## src/rtl/axi_rd_split_pkg.sv

```systemverilog
// axi_rd_split_pkg: shared constants, tracking entry type and 4 KiB boundary helper
package axi_rd_split_pkg;
  localparam int BOUNDARY_BYTES = 4096;
  typedef struct packed {
    logic last;
  } split_entry_t;
  function automatic logic [12:0] beats_to_boundary(input logic [11:0] addr, input int bytes_per_beat);
    return 13'((BOUNDARY_BYTES - int'(addr)) / bytes_per_beat);
  endfunction
endpackage

```

## src/rtl/axi_rd_split_fifo.sv

```systemverilog
// axi_rd_split_fifo: synchronous FIFO tracking the last flag of each outstanding sub-burst
module axi_rd_split_fifo
  import axi_rd_split_pkg::*;
#(
  parameter int FIFO_DEPTH = 16
) (
  input  logic         bcd_clk,
  input  logic         bcd_reset,
  input  logic         push,
  input  logic         pop,
  input  split_entry_t din,
  output split_entry_t dout,
  output logic         full,
  output logic         empty
);
  localparam int AW = $clog2(FIFO_DEPTH);
  split_entry_t mem [FIFO_DEPTH];
  logic [AW:0] wp, rp;
  always_ff @(posedge bcd_clk) begin
    if (bcd_reset) begin
      wp <= '0;
      rp <= '0;
    end else begin
      if (push && !full) begin
        mem[wp[AW-1:0]] <= din;
        wp <= wp + 1'b1;
      end
      if (pop && !empty) rp <= rp + 1'b1;
    end
  end
  assign empty = wp == rp;
  assign full  = (wp[AW] != rp[AW]) && (wp[AW-1:0] == rp[AW-1:0]);
  assign dout  = mem[rp[AW-1:0]];
endmodule

```

## src/rtl/axi_rd_burst_splitter.sv

```systemverilog
// axi_rd_burst_splitter: splits AXI4 read bursts at 4 KiB / MAX_BEATS, re-merges rlast; AXI_RD_SPLIT_STATS_EN adds counters
module axi_rd_burst_splitter
  import axi_rd_split_pkg::*;
#(
  parameter int ADDR_WIDTH = 64,
  parameter int DATA_WIDTH = 512,
  parameter int MAX_BEATS  = 64,
  parameter int FIFO_DEPTH = 16
) (
  input  logic                  bcd_clk,
  input  logic                  bcd_reset,
  input  logic                  s_axi_arvalid,
  output logic                  s_axi_arready,
  input  logic [ADDR_WIDTH-1:0] s_axi_araddr,
  input  logic [7:0]            s_axi_arlen,
  input  logic [2:0]            s_axi_arsize,
  output logic                  s_axi_rvalid,
  input  logic                  s_axi_rready,
  output logic [DATA_WIDTH-1:0] s_axi_rdata,
  output logic [1:0]            s_axi_rresp,
  output logic                  s_axi_rlast,
  output logic                  m_axi_arvalid,
  input  logic                  m_axi_arready,
  output logic [ADDR_WIDTH-1:0] m_axi_araddr,
  output logic [7:0]            m_axi_arlen,
  output logic [2:0]            m_axi_arsize,
  input  logic                  m_axi_rvalid,
  output logic                  m_axi_rready,
  input  logic [DATA_WIDTH-1:0] m_axi_rdata,
  input  logic [1:0]            m_axi_rresp,
  input  logic                  m_axi_rlast
`ifdef AXI_RD_SPLIT_STATS_EN
  ,
  output logic [31:0]           stat_req_count,
  output logic [31:0]           stat_sub_count
`endif
);
  localparam int BPB  = DATA_WIDTH / 8;
  localparam int SIZE = $clog2(BPB);
  typedef enum logic {IDLE, ISSUE} state_t;
  state_t state, state_n;
  logic [ADDR_WIDTH-1:0] addr, addr_n;
  logic [8:0] rem, rem_n, chunk;
  logic [7:0] arlen, arlen_n;
  logic s_hs, ar_hs, full, empty, unused_ok;
  split_entry_t head;
  function automatic logic [8:0] chunk_of(input logic [11:0] lo, input logic [8:0] r);
    logic [12:0] c, b;
    b = beats_to_boundary(lo, BPB);
    c = {4'd0, r};
    c = (13'(MAX_BEATS) < c) ? 13'(MAX_BEATS) : c;
    c = (b < c) ? b : c;
    return c[8:0];
  endfunction
  assign chunk         = chunk_of(addr[11:0], rem);
  assign s_axi_arready = (state == IDLE) && !bcd_reset;
  assign m_axi_arvalid = (state == ISSUE) && !full;
  assign s_hs          = s_axi_arvalid && s_axi_arready;
  assign ar_hs         = m_axi_arvalid && m_axi_arready;
  assign m_axi_araddr  = addr;
  assign m_axi_arlen   = arlen;
  assign m_axi_arsize  = 3'(SIZE);
  assign unused_ok     = ^s_axi_arsize;
  always_ff @(posedge bcd_clk) begin
    if (bcd_reset) begin
      state <= IDLE;
      addr  <= '0;
      rem   <= '0;
      arlen <= '0;
    end else begin
      state <= state_n;
      addr  <= addr_n;
      rem   <= rem_n;
      arlen <= arlen_n;
    end
  end
  // arlen is precomputed for the next payload so the AR outputs stay registered
  always_comb begin
    state_n = state;
    addr_n  = addr;
    rem_n   = rem;
    if (s_hs) begin
      addr_n  = s_axi_araddr;
      rem_n   = {1'b0, s_axi_arlen} + 9'd1;
      state_n = ISSUE;
    end else if (ar_hs) begin
      addr_n  = addr + (ADDR_WIDTH'(chunk) << SIZE);
      rem_n   = rem - chunk;
      state_n = (rem == chunk) ? IDLE : ISSUE;
    end
    arlen_n = 8'(chunk_of(addr_n[11:0], rem_n) - 9'd1);
  end
  axi_rd_split_fifo #(.FIFO_DEPTH(FIFO_DEPTH)) u_fifo (
    .bcd_clk  (bcd_clk),
    .bcd_reset(bcd_reset),
    .push     (ar_hs),
    .pop      (m_axi_rvalid && m_axi_rready && m_axi_rlast),
    .din      ('{last: rem == chunk}),
    .dout     (head),
    .full     (full),
    .empty    (empty)
  );
  assign s_axi_rvalid = m_axi_rvalid;
  assign m_axi_rready = s_axi_rready;
  assign s_axi_rdata  = m_axi_rdata;
  assign s_axi_rresp  = m_axi_rresp;
  assign s_axi_rlast  = m_axi_rlast && !empty && head.last;
`ifdef AXI_RD_SPLIT_STATS_EN
  always_ff @(posedge bcd_clk) begin
    if (bcd_reset) begin
      stat_req_count <= '0;
      stat_sub_count <= '0;
    end else begin
      if (s_hs && stat_req_count != '1) stat_req_count <= stat_req_count + 1'b1;
      if (ar_hs && stat_sub_count != '1) stat_sub_count <= stat_sub_count + 1'b1;
    end
  end
`endif
endmodule

```

## config.mk

```make
export PLATFORM = sky130hd
export DESIGN_NAME = axi_rd_burst_splitter
export DESIGN_NICKNAME = d
export VERILOG_FILES = /design/src/rtl/axi_rd_split_pkg.sv /design/src/rtl/axi_rd_split_fifo.sv /design/src/rtl/axi_rd_burst_splitter.sv
export SDC_FILE = /design/constraint.sdc
export NUM_CORES = 1
export LEC_CHECK = 0
export CAP_MARGIN = 0
export CORE_AREA = 2 2 460 462
export CTS_CLUSTER_SIZE = 14
export DETAILED_ROUTE_END_ITERATION = 7
export DIE_AREA = 0 0 462 464
export PLACE_DENSITY = 0.33
export SETUP_SLACK_MARGIN = 0.02
export SLEW_MARGIN = 0
export SYNTH_ARGS = -nofsm -noshare
export SYNTH_HDL_FRONTEND = slang
export SYNTH_SLANG_ARGS = --single-unit
```

## constraint.sdc

```tcl
create_clock -name bcd_clk -period 9.5 [get_ports bcd_clk]
set_input_delay 1.425 -clock bcd_clk [delete_from_list [all_inputs] [get_ports bcd_clk]]
set_output_delay 1.425 -clock bcd_clk [all_outputs]
set_load 0.005 [all_outputs]
```

Word level (Yosys, flattened, before mapping):

Memory sizes are Yosys's and may differ from the RTL's. A register that Yosys moved wholly into a read port is not among the register bits.
Index checks and enable logic that the tools add are counted.

* flip-flop bits (word level): 92
* bits in writable memories: 16
* bits of input ports: 596
* output and inout bits: 594
* word-level logic and storage cells: 62
* memories kept: 1

* add/subtract/negate cells: 10
* $lt $le $gt $ge: 4
* equal/unequal tests: 4
* muxes and demuxes: 16
* bitwise gates (word level): 3
* reduce and logical (&&, ||, !) cells: 17

Memories
* u_fifo.mem: depth 16, width 1, rd ports 1, clocked after Yosys merged registers in 1, write ports 1, RTL line axi_rd_split_fifo.sv:17 `split_entry_t mem [FIFO_DEPTH];`

Operator list (count)
* 64-bit two-way mux: 2
* 64-bit by 15-bit adder with 64-bit output: 1
* 9-bit two-way mux: 5
* 13-bit by 12-bit subtractor with 14-bit output, first input constant: 2
* 13-bit by 1-bit adder with 13-bit output: 2
* 13-bit by 9-bit less-than comparator with 1-bit output: 2
* 7-bit by 9-bit less-than comparator with 1-bit output, first input constant: 2
* 6-bit OR reduction: 2
* 1-bit logical AND: 11
* 5-bit by 1-bit adder with 5-bit output, second input constant: 2
* 8-bit by 1-bit adder with 9-bit output, second input constant: 1
* 9-bit equality test: 1
* 9-bit subtractor: 1
* 4-bit two-way mux: 2
* 8-bit two-way mux: 1
* 8-bit by 1-bit subtractor with 8-bit output, second input constant: 1
* 1-bit two-way mux: 6
* 5-bit equality test: 1
* 4-bit equality test: 1
* 1-bit zero test: 3
* 1-bit AND: 2
* 2-bit nonzero test: 1
* 1-bit != test: 1
* 1-bit NOT: 1

Depth between registers and ports, before layout:

* depth after elaboration: 16
* depth in mapped cells: 39
* gate-level depth less buffers: 37

Modules after synthesis:

Synthesis repeated with hierarchy kept, for this count alone.

* cells, all modules: 1469
* area, all modules: 11762.5 um^2

Modules (own cells, without submodules)
* axi_rd_burst_splitter: times used 1, cells an instance 1339, area each 10241.1 um^2, seq. area each 1641.6 um^2
* axi_rd_split_fifo: times used 1, cells an instance 130, area each 1521.5 um^2, seq. area each 760.7 um^2

Worst setup path before layout:

Ideal clock, no wire load.

* kind: register -> register
* from: register addr[4], in the netlist m_axi_araddr[4]
* to: register arlen[4], in the netlist m_axi_arlen[4]
* library setup time: 86 ps
* arrival: 7604 ps
* data required time: 9414 ps
* slack: 1810 ps
* cell stages (with the launch flop): 39
* buffers on the path: 2
* period minus slack after synthesis: 7690 ps
* cells stage by stage: dfxtp_1 -> nor4_1 -> and3b_1 -> xnor2_1 -> ha_1 -> a21o_1 -> a21o_1 -> a21o_1 -> a21o_1 -> a21o_1 -> a21oi_1 -> buf_2 -> mux2i_1 -> ha_1 -> inv_1 -> fa_1 -> a211oi_1 -> nor2_1 -> [... 3 more ...] -> o31ai_4 -> nand2_1 -> or2_1 -> ha_1 -> a21o_1 -> a21o_1 -> a21oi_1 -> o2111a_1 -> and3_1 -> o21ai_4 -> buf_4 -> nand2b_1 -> and2_1 -> ha_1 -> o21ai_0 -> xnor2_1 -> nor2_1 -> a211oi_1

* word-level cells in the longest chain between the ends: 15
* elaborated cells between the ends (all ways): 21
* classes of those cells: 7 x add/sub; 3 x order compare; 7 x mux; 2 x bitwise; 2 x reduce/logical

RTL lines
* from (decl): RTL line axi_rd_burst_splitter.sv:42 `logic [ADDR_WIDTH-1:0] addr, addr_n;`
* from (signal assigned): RTL line axi_rd_burst_splitter.sv:72 `addr <= addr_n;`
* 13-bit by 12-bit subtractor with 14-bit output: RTL line axi_rd_split_pkg.sv:8 `return 13'((BOUNDARY_BYTES - int'(addr)) / bytes_per_beat);`
* 6-bit OR reduction (no source line)
* 1-bit AND (no source line)
* 13-bit by 1-bit adder with 13-bit output (no source line)
* 13-bit by 9-bit less-than comparator with 1-bit output: RTL line axi_rd_burst_splitter.sv:52 `c = (b < c) ? b : c;`
* 9-bit two-way mux: RTL line axi_rd_burst_splitter.sv:52
* 64-bit by 15-bit adder with 64-bit output: RTL line axi_rd_burst_splitter.sv:87 `addr_n = addr + (ADDR_WIDTH'(chunk) << SIZE);`
* 64-bit two-way mux: RTL line axi_rd_burst_splitter.sv:86 `end else if (ar_hs) begin`
* 64-bit two-way mux: RTL line axi_rd_burst_splitter.sv:82 `if (s_hs) begin`
* 13-bit by 12-bit subtractor with 14-bit output: RTL line axi_rd_split_pkg.sv:8
* 1-bit AND (no source line)
* 13-bit by 1-bit adder with 13-bit output (no source line)
* 13-bit by 9-bit less-than comparator with 1-bit output: RTL line axi_rd_burst_splitter.sv:52
* 8-bit two-way mux (*): RTL line axi_rd_burst_splitter.sv:52
* 8-bit by 1-bit subtractor with 8-bit output (*): RTL line axi_rd_burst_splitter.sv:91 `arlen_n = 8'(chunk_of(addr_n[11:0], rem_n) - 9'd1);`
* to (signal assigned): RTL line axi_rd_burst_splitter.sv:74 `arlen <= arlen_n;`
* to (decl): RTL line axi_rd_burst_splitter.sv:44 `logic [7:0] arlen, arlen_n;`

Every way passes the cells marked *; elsewhere a longest branch is shown, timed or not. The select of a mux whose other input is x is not followed.
A chain may end at the register's enable or synchronous reset.

Final worst setup path:

Ends and elaborated chain as after synthesis.

==> results.md <==
* Ys flop type: dfxtp_1
* Post_cts resized at 0
* Comb power frac at 59.4%
* CP Capture Type: flop
* Post-DRT Antenna Nets at 0
* Post-CTS setup buffer count at 0
* H-tree levels at 3
* Max_slew headroom at 6.461%
* Worst-case reg-to-reg path depth at 37
* Worst vdd ir at 0.1230 mV
* Maximum clock rate at 117.6 MHz
* Seq/Total Area, Yosys at 21.34%
* CP delay by family, top: compound AO/OA/AOI/OAI gates
* Bufs and invs on worst path at 3
* HP Class: flop to flop
* Number of synthesized flops with an enable pin at 16
* CP Launch Type: flop
* Post-synth ARST share at 0%
* Largest net degree at the start of global routing at 47
* Area grow syn2layout at 13.52%
* Hold path endpoint: m_axi_araddr[1]
* CP max-delay cell: nor4_1
* PwrDens at 208.5 nW/µm²
* Fill count at 24.67k
* Sequential share of power at 22.6%
* Worst r2r src: m_axi_araddr[4]
* Sw Share at 46.35%
* Top-count cell post-synth: buf_4
* Layout cells sized above 1 at 7.422%
* Total CTS buffers at 9
* Hold Buf Count CTS at 0
* Post-synth top cells: 523 x buf_4, 96 x dfxtp_1, 85 x nand2_1, 79 x nor2_1, 51 x a21oi_1
* Die Ht at 464 µm
* Drt initial violations at 624
* # DRC at 0
* Clk buf depth at 2
* Max Clock Skew at 0.03041 ns
* Status: finished clean
* Worst-Margin Slew at 1.398 ns
* Crit Path Max Fanout at 16
* Hold-critical path depth at 2
* R2R Setup Slk at 1.0 ns
* Final Max Slew Viols at 0
* Initial antenna violation count at 7
* Leak Pwr at 3.639 nW
* Starting Density at 5.382%
* Pre-antenna DRT Iters at 5
* Req. time, crit path at 9.86 ns
* FF+latch count, synth at 112
* Mapped Area at 11260 µm²
* Clock transition at path regs at 0.12 ns
* Die width at 462 µm
* Post-synth top area share at 34.88%
* Routed vias at 8371
* Die ar. at 214400 µm²
* CTS tree: done
* Kind of critical path: flop to flop
* Max stage delay on crit path at 0.41 ns
* Syn Area/Cell at 8.087 µm²
* CTS root buf: clkbuf_16
* CP Data Arrival Time at 8.86 ns
* Startpoint of the worst hold path: m_axi_araddr[1]
* Row cnt at 168
* Critical R2R Capture: m_axi_arlen[4]
* Fin. Hold Viols at 0
* Hold Worst Slack at 0.4908 ns
* Psw at 1.235 mW
* RSZ-0062 raised after global routing: no
* First-pass GRT wire length at 121400 µm
* Setup_tns at 0 ns
* WL per Instance at 26.57 µm
* Synth area leader: buf_4
* Netlist cell types at 83
* Clk pwr share at 18.0%
* Grt ovf at 0
* Vias/cell at 2.183
* Clk sinks at 112
* Synth top area cells: buf_4 35%, dfxtp_1 17%, edfxtp_1 4.3%, ha_1 4.0%, xor2_1 3.2%
* Max-cap violations at 0
* Worst skew pair latency at 0.44 ns
* Power Internal at 1.429 mW
* IO Count at 1190
* Final #Nets at 1653
* Total Routed Length at 101900 µm
* Tot GR Track Use at 9.229%
* Ys Warns at 0
* DP HPWL at 90510 µm
* Final worst path period need at 8.504 ns
* Period utilization at 89.52%
* Core Area at 209200 µm²
* Vias in the first global route at 8494
* Syn Inst Count at 1392
* Final Setup Violations at 0
* PortBufs at 155
* Gpl congestion at 0.7455
==> tightest hold or removal path: cells and delay by family, from the launching register on <==
| family | cells | cell delay, ns |
|---|---|---|
| AO/OA/AOI/OAI | 1 | 0.05 |
| AND/OR/NAND/NOR | 1 | 0.06 |
| flip-flops | 1 | 0.34 |
==> worst max path at each step <==
stage               slack (ns)        endpoint       startpoint  cells past startpoint
floorplan                 1.81  m_axi_arlen[4]  m_axi_araddr[4]                     38
CTS                       0.89  m_axi_arlen[4]  m_axi_araddr[4]                     37
global route              0.17  m_axi_arlen[4]  m_axi_araddr[4]                     39
detailed placement        0.93  m_axi_arlen[4]  m_axi_araddr[4]                     37
finish                     1.0  m_axi_arlen[4]  m_axi_araddr[4]                     37
global placement          0.86  m_axi_arlen[4]  m_axi_araddr[4]                     39
==> registers in the layout, indices dropped and copies added, names as in the netlist, named ones only <==
signal	flops
m_axi_araddr	64
m_axi_arlen	8
rem	9
state	1
u_fifo.mem	16
u_fifo.rp	5
u_fifo.wp	5
==> layout by cell type (no fill, tap or decap), types with 4 or more instances in the layout <==
master / count
a21oi_1: 50
clkdlybuf4s50_1: 154
a221oi_2: 4
o22ai_1: 20
xnor2_1: 30
inv_1: 25
nand3_1: 46
and4_1: 5
mux2i_1: 15
a211oi_1: 11
nor4_1: 9
mux2_2: 4
nor2_1: 77
o21bai_1: 7
ha_1: 36
nand4_1: 18
dfxtp_1: 96
diode_2: 6
nor3_1: 12
o21ai_0: 27
edfxtp_1: 16
a22oi_1: 19
a31oi_1: 9
and2_1: 8
o211ai_1: 7
and3_1: 21
nor2b_1: 10
nand2_1: 85
buf_4: 23
conb_1: 6
nand2b_1: 8
nand4b_1: 5
mux4_2: 5
xor2_1: 41
clkbuf_16: 9
a21o_1: 17
==> through the flow <==
step | std cells | instance area [µm²] | setup slack [ns] | util (%) | total power, mW
2_1_floorplan | 1396 | 11270 | 1.810 | - | 1.880
3_3_place_gp | 3813 | 12450 | 0.8560 | 5.951 | 2.232
3_5_place_dp | 3813 | 12450 | 0.9302 | 5.951 | 2.220
4_1_cts | 3829 | 12760 | 0.8874 | 6.103 | 2.736
5_1_grt | 3829 | 12760 | 0.1706 | 6.103 | 2.905
6_report | 3835 | 12780 | 0.9956 | 6.110 | 2.664
==> cell type report <==
cell class	instances	area (µm²)	area share [%]
repair buffers	177	1714	13.41
inverters	26	97.59	0.7637
flip-flops and latches	112	2402	18.80
clock buffers	9	225.2	1.762
clock inverters	7	92.59	0.7246
diodes	6	15.01	0.1175
well taps	2805	3510	27.47
multi-input cells	693	4722	36.95
==> power groups by stage <==
stage | logic [mW] | registers (mW) | clock network, mW
6_report | 1.58 | 0.602 | 0.479
5_1_grt | 1.77 | 0.612 | 0.522
2_1_floorplan | 1.29 | 0.589 | 0
3_5_place_dp | 1.61 | 0.615 | 0
3_3_place_gp | 1.62 | 0.616 | 0
4_1_cts | 1.61 | 0.604 | 0.521
==> cell families (layout without fill, tap and decap cells) <==
group | after synthesis | after routing | synth area share, %
muxes | 27 | 27 | 3.034
other | 2 | 12 | 0.06671
xor gates and xnor gates | 72 | 72 | 5.669
DFF | 112 | 112 | 21.34
adders and majority gates | 38 | 38 | 4.357
buffers and inverters | 591 | 219 | 37.23
AOI/OAI and AO/OA | 215 | 215 | 13.20
and+or+nand+nor | 335 | 335 | 15.09
==> per-layer routing <==
layer	track usage [%]	vias to the layer above	routed length (µm)
li1	-	3500	-
met1	6.072	3726	23290
met2	14.35	850	45440
met3	11.43	287	27530
met4	4.753	8	5306
met5	1.086	-	331
(Power assumes the default switching activity.)
